### src/rtl/bin2bcd_seq_if.sv
// Start/busy/done handshake bundle for bin2bcd_seq.
// The blank field and modport members exist only when BIN2BCD_BLANK_EN is defined.
interface bin2bcd_seq_if #(
  parameter int BIN_W  = 8,
  parameter int DIGITS = 3
);
  logic                  start;
  logic [BIN_W-1:0]      bin;
  logic                  busy;
  logic                  done;
  logic [4*DIGITS-1:0]   bcd;
  logic                  ovf;
`ifdef BIN2BCD_BLANK_EN
  logic [DIGITS-1:0]     blank;

  modport master (output start, bin, input busy, done, bcd, ovf, blank);
  modport slave  (input start, bin, output busy, done, bcd, ovf, blank);
`else
  modport master (output start, bin, input busy, done, bcd, ovf);
  modport slave  (input start, bin, output busy, done, bcd, ovf);
`endif
endinterface

### src/rtl/bin2bcd_seq.sv
// Sequential binary-to-BCD converter (shift-add-3), one input bit per clock.
// Optional leading-zero mask output enabled by defining BIN2BCD_BLANK_EN.
module bin2bcd_seq #(
  parameter int BIN_W  = 8,
  parameter int DIGITS = 3
) (
  input  logic         clk,
  input  logic         rst,
  bin2bcd_seq_if.slave bus
);
  localparam int AW = 4 * DIGITS;
  localparam int CW = $clog2(BIN_W + 1);

  typedef enum logic {IDLE, SHIFT} state_t;

  state_t            state_reg, state_next;
  logic [BIN_W-1:0]  sh_reg;
  logic [AW-1:0]     acc_reg;
  logic [CW-1:0]     cnt_reg;
  logic              ovf_acc_reg;
  logic [AW-1:0]     bcd_reg;
  logic              ovf_reg;
  logic              done_reg;

  logic [AW-1:0]     adj;
  logic [AW-1:0]     acc_shift;
  logic              accept;
  logic              last;
  logic              ovf_next;

  assign accept = (state_reg == IDLE) && bus.start;
  assign last   = (state_reg == SHIFT) && (cnt_reg == CW'(1));

  // All digits are corrected in parallel before the shift.
  for (genvar gi = 0; gi < DIGITS; gi++) begin : g_adj
    assign adj[4*gi +: 4] = (acc_reg[4*gi +: 4] >= 4'd5) ? acc_reg[4*gi +: 4] + 4'd3
                                                          : acc_reg[4*gi +: 4];
  end

  assign acc_shift = {adj[AW-2:0], sh_reg[BIN_W-1]};
  assign ovf_next  = ovf_acc_reg | adj[AW-1];

  always_ff @(posedge clk or posedge rst) begin
    if (rst) state_reg <= IDLE;
    else     state_reg <= state_next;
  end

  always_comb begin
    state_next = state_reg;
    case (state_reg)
      IDLE:    if (bus.start) state_next = SHIFT;
      SHIFT:   if (cnt_reg == CW'(1)) state_next = IDLE;
      default: state_next = IDLE;
    endcase
  end

  always_comb begin
    bus.busy = (state_reg == SHIFT);
  end

  always_ff @(posedge clk or posedge rst) begin
    if (rst) begin
      sh_reg      <= '0;
      acc_reg     <= '0;
      cnt_reg     <= '0;
      ovf_acc_reg <= 1'b0;
      bcd_reg     <= '0;
      ovf_reg     <= 1'b0;
      done_reg    <= 1'b0;
    end else begin
      done_reg <= 1'b0;
      if (accept) begin
        sh_reg      <= bus.bin;
        acc_reg     <= '0;
        cnt_reg     <= CW'(BIN_W);
        ovf_acc_reg <= 1'b0;
      end else if (state_reg == SHIFT) begin
        sh_reg      <= sh_reg << 1;
        acc_reg     <= acc_shift;
        cnt_reg     <= cnt_reg - CW'(1);
        ovf_acc_reg <= ovf_next;
        if (last) begin
          bcd_reg  <= acc_shift;
          ovf_reg  <= ovf_next;
          done_reg <= 1'b1;
        end
      end
    end
  end

  assign bus.done = done_reg;
  assign bus.bcd  = bcd_reg;
  assign bus.ovf  = ovf_reg;

`ifdef BIN2BCD_BLANK_EN
  logic [DIGITS-1:0] blank_reg, blank_next;

  // Units digit is never blanked so that zero still shows "0".
  assign blank_next[0] = 1'b0;
  for (genvar gi = 1; gi < DIGITS; gi++) begin : g_blank
    assign blank_next[gi] = ~|acc_shift[AW-1:4*gi];
  end

  always_ff @(posedge clk or posedge rst) begin
    if (rst)       blank_reg <= '0;
    else if (last) blank_reg <= blank_next;
  end

  assign bus.blank = blank_reg;
`endif
endmodule
### src/flat_wrapper.sv
// flat-port wrapper written by rule: the top's interface ports become plain ports
module bin2bcd_seq_flat 
#(
  parameter int BIN_W  = 8,
  parameter int DIGITS = 3
)
  (clk, rst, bus_start, bus_bin, bus_busy, bus_done, bus_bcd, bus_ovf);
  bin2bcd_seq_if #(.BIN_W(BIN_W), .DIGITS(DIGITS)) bus_i ();
  input  logic clk;
  input  logic rst;
  input wire logic [$bits(bus_i.start)-1:0] bus_start;
  input wire logic [$bits(bus_i.bin)-1:0] bus_bin;
  output wire logic [$bits(bus_i.busy)-1:0] bus_busy;
  output wire logic [$bits(bus_i.done)-1:0] bus_done;
  output wire logic [$bits(bus_i.bcd)-1:0] bus_bcd;
  output wire logic [$bits(bus_i.ovf)-1:0] bus_ovf;
  assign bus_i.start = bus_start;
  assign bus_i.bin = bus_bin;
  assign bus_busy = bus_i.busy;
  assign bus_done = bus_i.done;
  assign bus_bcd = bus_i.bcd;
  assign bus_ovf = bus_i.ovf;
  bin2bcd_seq #(.BIN_W(BIN_W), .DIGITS(DIGITS)) u_core (.clk(clk), .rst(rst), .bus(bus_i));
endmodule
### config.mk
export PLATFORM = sky130hd
export DESIGN_NAME = bin2bcd_seq_flat
export DESIGN_NICKNAME = d
export VERILOG_FILES = /design/src/rtl/bin2bcd_seq_if.sv /design/src/rtl/bin2bcd_seq.sv /design/src/flat_wrapper.sv
export SDC_FILE = /design/constraint.sdc
export NUM_CORES = 1
export LEC_CHECK = 0
export CAP_MARGIN = 20
export CELL_PAD_IN_SITES_DETAIL_PLACEMENT = 0
export CELL_PAD_IN_SITES_GLOBAL_PLACEMENT = 1
export CORE_MARGIN = 2
export CORE_UTILIZATION = 35
export CTS_CLUSTER_SIZE = 16
export DETAILED_ROUTE_END_ITERATION = 10
export PLACE_DENSITY_LB_ADDON = 0.1
export REMOVE_ABC_BUFFERS = 1
export SKIP_LAST_GASP = 1
export SYNTH_ARGS = -nofsm -noshare
export SYNTH_HDL_FRONTEND = slang
export SYNTH_SLANG_ARGS = --single-unit
### constraint.sdc
create_clock -name clk -period 1.8 [get_ports clk]
set_input_delay 0.27 -clock clk [delete_from_list [all_inputs] [get_ports clk]]
set_output_delay 0.27 -clock clk [all_outputs]
set_load 0.01 [all_outputs]
After elaboration in Yosys (flattened, before gate mapping)
Index checks and enable logic that the tools add are counted.
{"block": "op_classes", "mux": 17, "n_reduce_logical": 4, "bitwise_logic": 3, "add_sub_neg": 4, "n_eq_ne": 1, "magnitude_cmp": 3}
{"operator": "$mux W12", "n": 2}
{"operator": "$mux W4", "n": 5}
{"operator": "$mux W8", "n": 2}
{"operator": "$add A4 B2 Y4 const B", "n": 3}
{"operator": "$ge A4 B3 Y1 const B", "n": 3}
{"operator": "$mux W1", "n": 7}
{"operator": "$eq A4 B1 Y1 const B", "n": 1}
{"operator": "$sub A4 B1 Y4 const B", "n": 1}
{"operator": "$reduce_and A3 Y1", "n": 1}
{"operator": "$logic_and A1 B1 Y1", "n": 2}
{"operator": "$not A1 Y1", "n": 2}
{"operator": "$pmux W1 S2", "n": 1}
{"operator": "$reduce_bool A2 Y1", "n": 1}
{"operator": "$or A1 B1 Y1", "n": 1}
{"block": "totals", "elab_cells": 40, "register_bits": 40, "output_inout_bits": 15}

Logic depth before layout (Yosys ltp)
{"block": "logic_depth", "depth_word": 5, "depth_mapped": 7, "depth_no_buf": 6}

Worst setup path before layout
Ideal clock, no wire load.
{"block": "synth_path", "path_type": "register -> register", "startpoint": "reg u_core.acc_reg[4]", "endpoint": "reg u_core.bcd_reg[6] (netlist: u_core.bus.bcd[6])", "period_less_slack_ns": 1.505, "required_time_ns": 1.717, "setup_ns": 0.083, "path_buffers": 0, "path_slack_ns": 0.295, "stages_incl_launch_ff": 7, "arrival_time_ns": 1.422, "cell_sequence": "dfrtp_1 > inv_1 > ha_1 > nand2b_1 > a21oi_1 > mux2_2 > o21ai_0"}
{"block": "synth_between", "elab_chain_len": 2, "elab_cells_between_ends": 3}
{"item": "from (decl)", "line": "bin2bcd_seq.sv:18", "source": "logic [AW-1:0] acc_reg;"}
{"item": "from (signal assigned)", "line": "bin2bcd_seq.sv:79", "source": "acc_reg <= acc_shift;"}
{"item": "$add A4 B2 Y4 / $ge A4 B3 Y1 (equally long branches)", "line": "bin2bcd_seq.sv:36", "source": "assign adj[4*gi +: 4] = (acc_reg[4*gi +: 4] >= 4'd5) ? acc_reg[4*gi +: 4] + 4'd3"}
{"item": "$mux W4 (*)", "line": "bin2bcd_seq.sv:36"}
{"item": "to (signal assigned)", "line": "bin2bcd_seq.sv:83", "source": "bcd_reg <= acc_shift;"}
{"item": "to (decl)", "line": "bin2bcd_seq.sv:21", "source": "logic [AW-1:0] bcd_reg;"}
Mark *: on every way between the ends. The rest lies on a longest branch, timed or not.
A chain may end at the register's enable or synchronous reset.

Worst setup path after layout
{"block": "layout_path", "startpoint": "reg u_core.state_reg (netlist: u_core.bus.busy)", "endpoint": "out bus_busy"}
{"item": "from (decl)", "line": "bin2bcd_seq.sv:16", "source": "state_t state_reg, state_next;"}
{"item": "from (signal assigned)", "line": "bin2bcd_seq.sv:45", "source": "else state_reg <= state_next;"}
{"item": "to (decl)", "line": "flat_wrapper.sv:13", "source": "output wire logic [$bits(bus_i.busy)-1:0] bus_busy;"}
No word-level cell between the ends.

==> metrics.yaml <==
reg2reg_to: "u_core.acc_reg[6]"
r2r_start: "u_core.acc_reg[4]"
drc_errors: 0
grt_remaining_overflow: 0
clk_transition_reported_paths_ns: 0.07
drtIter0Drc: 26
pin_count: 26
worst-path-buf-inv: 1
crit_end: "bus_busy"
antennaDiodeCount: 0
fin_area_mm2: 0.002400
rows: 27
area_growth_pct: 22.79
crit_path_top_delay_cell: "clkdlybuf4s50_1"
ys_ff_latch: 40
post_dp_cell_area_mm2: 0.002318
synth_edf_count: 0
antenna_found_initial: 0
cts_tree: "done"
cp_top_family: "buffers and inverters"
avgRoutedWirePerCell_um: 13.52
setup_viol_count_final: 0
total_power_w: 0.004060
vias: 1385
crit_chain: "clkdlybuf4s50_1"
hold_viol: 0
die_area_mm2: 0.006198
dp_hpwl_um: 2784
fillers: 515
synth_cell_types: 28
firstDrtPassIters: 4
hold_ws_ns: 0.3368
gp_congestion: 0.7539
seq_area_frac_synth_pct: 51.22
grt_pass1_vias: 1478
fp.dieW_um: 78.73
viasPerCell: 4.826
drive_gt1_share_pct: 10.70
cp-start-kind: "flop"
final.min_clock_period_ns: 1.679
hold_class: "in2async"
start_util_pct: 35.93
cts_max_path_buffers: 2
syn_area_per_cell_um2: 10.68
die_y_um: 78.73
cts_made_buffers: 5
syn_area_mm2: 0.001954
cp_max_fo: 6
max_cap_viol_count: 0
tightest_slew_ns: 0.2885
cts_sinks: 40
final_cell_mix: "dfrtp_1, nand2_1, clkdlybuf4s50_1"
max_freq_ghz: 0.5957
worst_ep_required_time_ns: 1.53
final_antenna_net_count: 0
portBuffers: 25
status: "completed"
critPathKind: "reg2out"
final_common_cell: "dfrtp_1"
synthCells: 183
crit_arrival_ns: 1.41
grtUsageTotal_pct: 14.29
maxSlewHeadroom_pct: 80.56
critical_path_depth: 1
rsz0062_at_grt: "no"
crit_path_end_kind: "output port"
ys.flop_type: "dfrtp_1"
fin_crit_sh_pct: 93.27
core_mm2: 0.005439
ir_drop_v: 0.0006467
routed_wl_um: 3881
yosys_warnings: 0
fin_skew_ns: 0.004002
htreeDepth: 2
synth-async-reset-ratio_pct: 100.0
p_leak_nw: 1.126
finalNetCount: 234
powerDensity_mw_per_mm2: 1692
critPathLaunch: "u_core.bus.busy"
rr_worst_depth: 6
clock_latency_ns: 0.29
rrSetupSlack_ns: 0.18
grt_pass1_wl_um: 6824
timing.final.ws_setup_ns: 0.1212
grt_max_degree: 41
dp_slack_ns: 0.1226
slew_violations: 0
cts-root-buf: "clkbuf_8"
cp_slowest_stage_delay_ns: 0.61
==> per-stage QoR <==
step	setup TNS, ns	instances	utilization [%]
global placement	0	280	42.63
detailed placement	0	280	42.63
CTS	0	287	44.05
global route	0	287	44.12
floorplan	-0.5881	175	-
finish	0	287	44.12
==> per-layer routing <==
metal	vias to the layer above	share of wire, %	track usage (%)
li1	684	-	-
met1	671	44	16.34
met2	24	50	24.79
met3	6	4.1	4.773
met4	0	1.6	5.263
met5	-	0	0
==> power by group <==
group          total (W)  internal, W  switching (W)
clock network   0.000564     0.000264       0.000301
registers        0.00159      0.00129       0.000300
logic            0.00191      0.00101       0.000900
==> cell usage after synthesis, types with 2 or more instances <==
library cell | number | area [um2]
ha_1 | 8 | 100.1
o31ai_1 | 2 | 15.01
nand2b_1 | 13 | 81.33
a31oi_1 | 3 | 18.77
nor2_1 | 9 | 33.78
a21o_1 | 5 | 37.54
nor3b_1 | 3 | 22.52
dfrtp_1 | 40 | 1001
o21ai_1 | 2 | 10.01
mux2_2 | 5 | 56.30
a22o_1 | 2 | 17.52
mux2i_1 | 15 | 150.1
buf_2 | 6 | 30.03
a32o_1 | 3 | 30.03
a21oi_1 | 5 | 25.02
o22a_1 | 2 | 17.52
xnor2_1 | 3 | 26.28
nand2_1 | 25 | 93.84
inv_1 | 9 | 33.78
o21ai_0 | 15 | 75.07
==> worst min-delay path by stage <==
stage	startpoint	endpoint	slack, ns	cells after the start
CTS	rst	u_core.sh_reg[5]	0.34	3
finish	rst	u_core.sh_reg[5]	0.34	3
global route	rst	u_core.sh_reg[4]	0.38	3
floorplan	bus_start	u_core.acc_reg[0]	0.37	1
global placement	u_core.sh_reg[6]	u_core.sh_reg[7]	0.46	2
detailed placement	u_core.bus.bcd[0]	u_core.bus.bcd[0]	0.47	2
==> final cells by class <==
class	count	area (um2)	area share, %
clock buffers	6	72.57	3.024
flip-flops and latches	40	1001	41.71
multi-input cells	125	870.8	36.29
well taps	72	90.09	3.754
clock inverters	1	5.005	0.2086
inverters	10	37.54	1.564
repair buffers	33	322.8	13.45
==> timing repair <==
item / 4_1_cts / 5_1_grt
gates resized for setup: 0 / 1
endpoints found under the setup margin: 0 / 1
buffers inserted: 0 / 0
hold buffers: 0 / 0
==> worst min-delay path: stages <==
cell             delay, ns
clkdlybuf4s50_1       0.39
inv_1                 0.10
buf_12                0.24
==> kinds of logic after synthesis <==
logic type | synth area share (%)
AOI/OAI and AO/OA | 13.06
xor gates and xnor gates | 1.793
adders and majority gates | 5.122
buffers and inverters | 4.417
DFF | 51.22
muxes | 10.56
and+or+nand+nor | 13.83
Power figures use the tool's default switching activity.
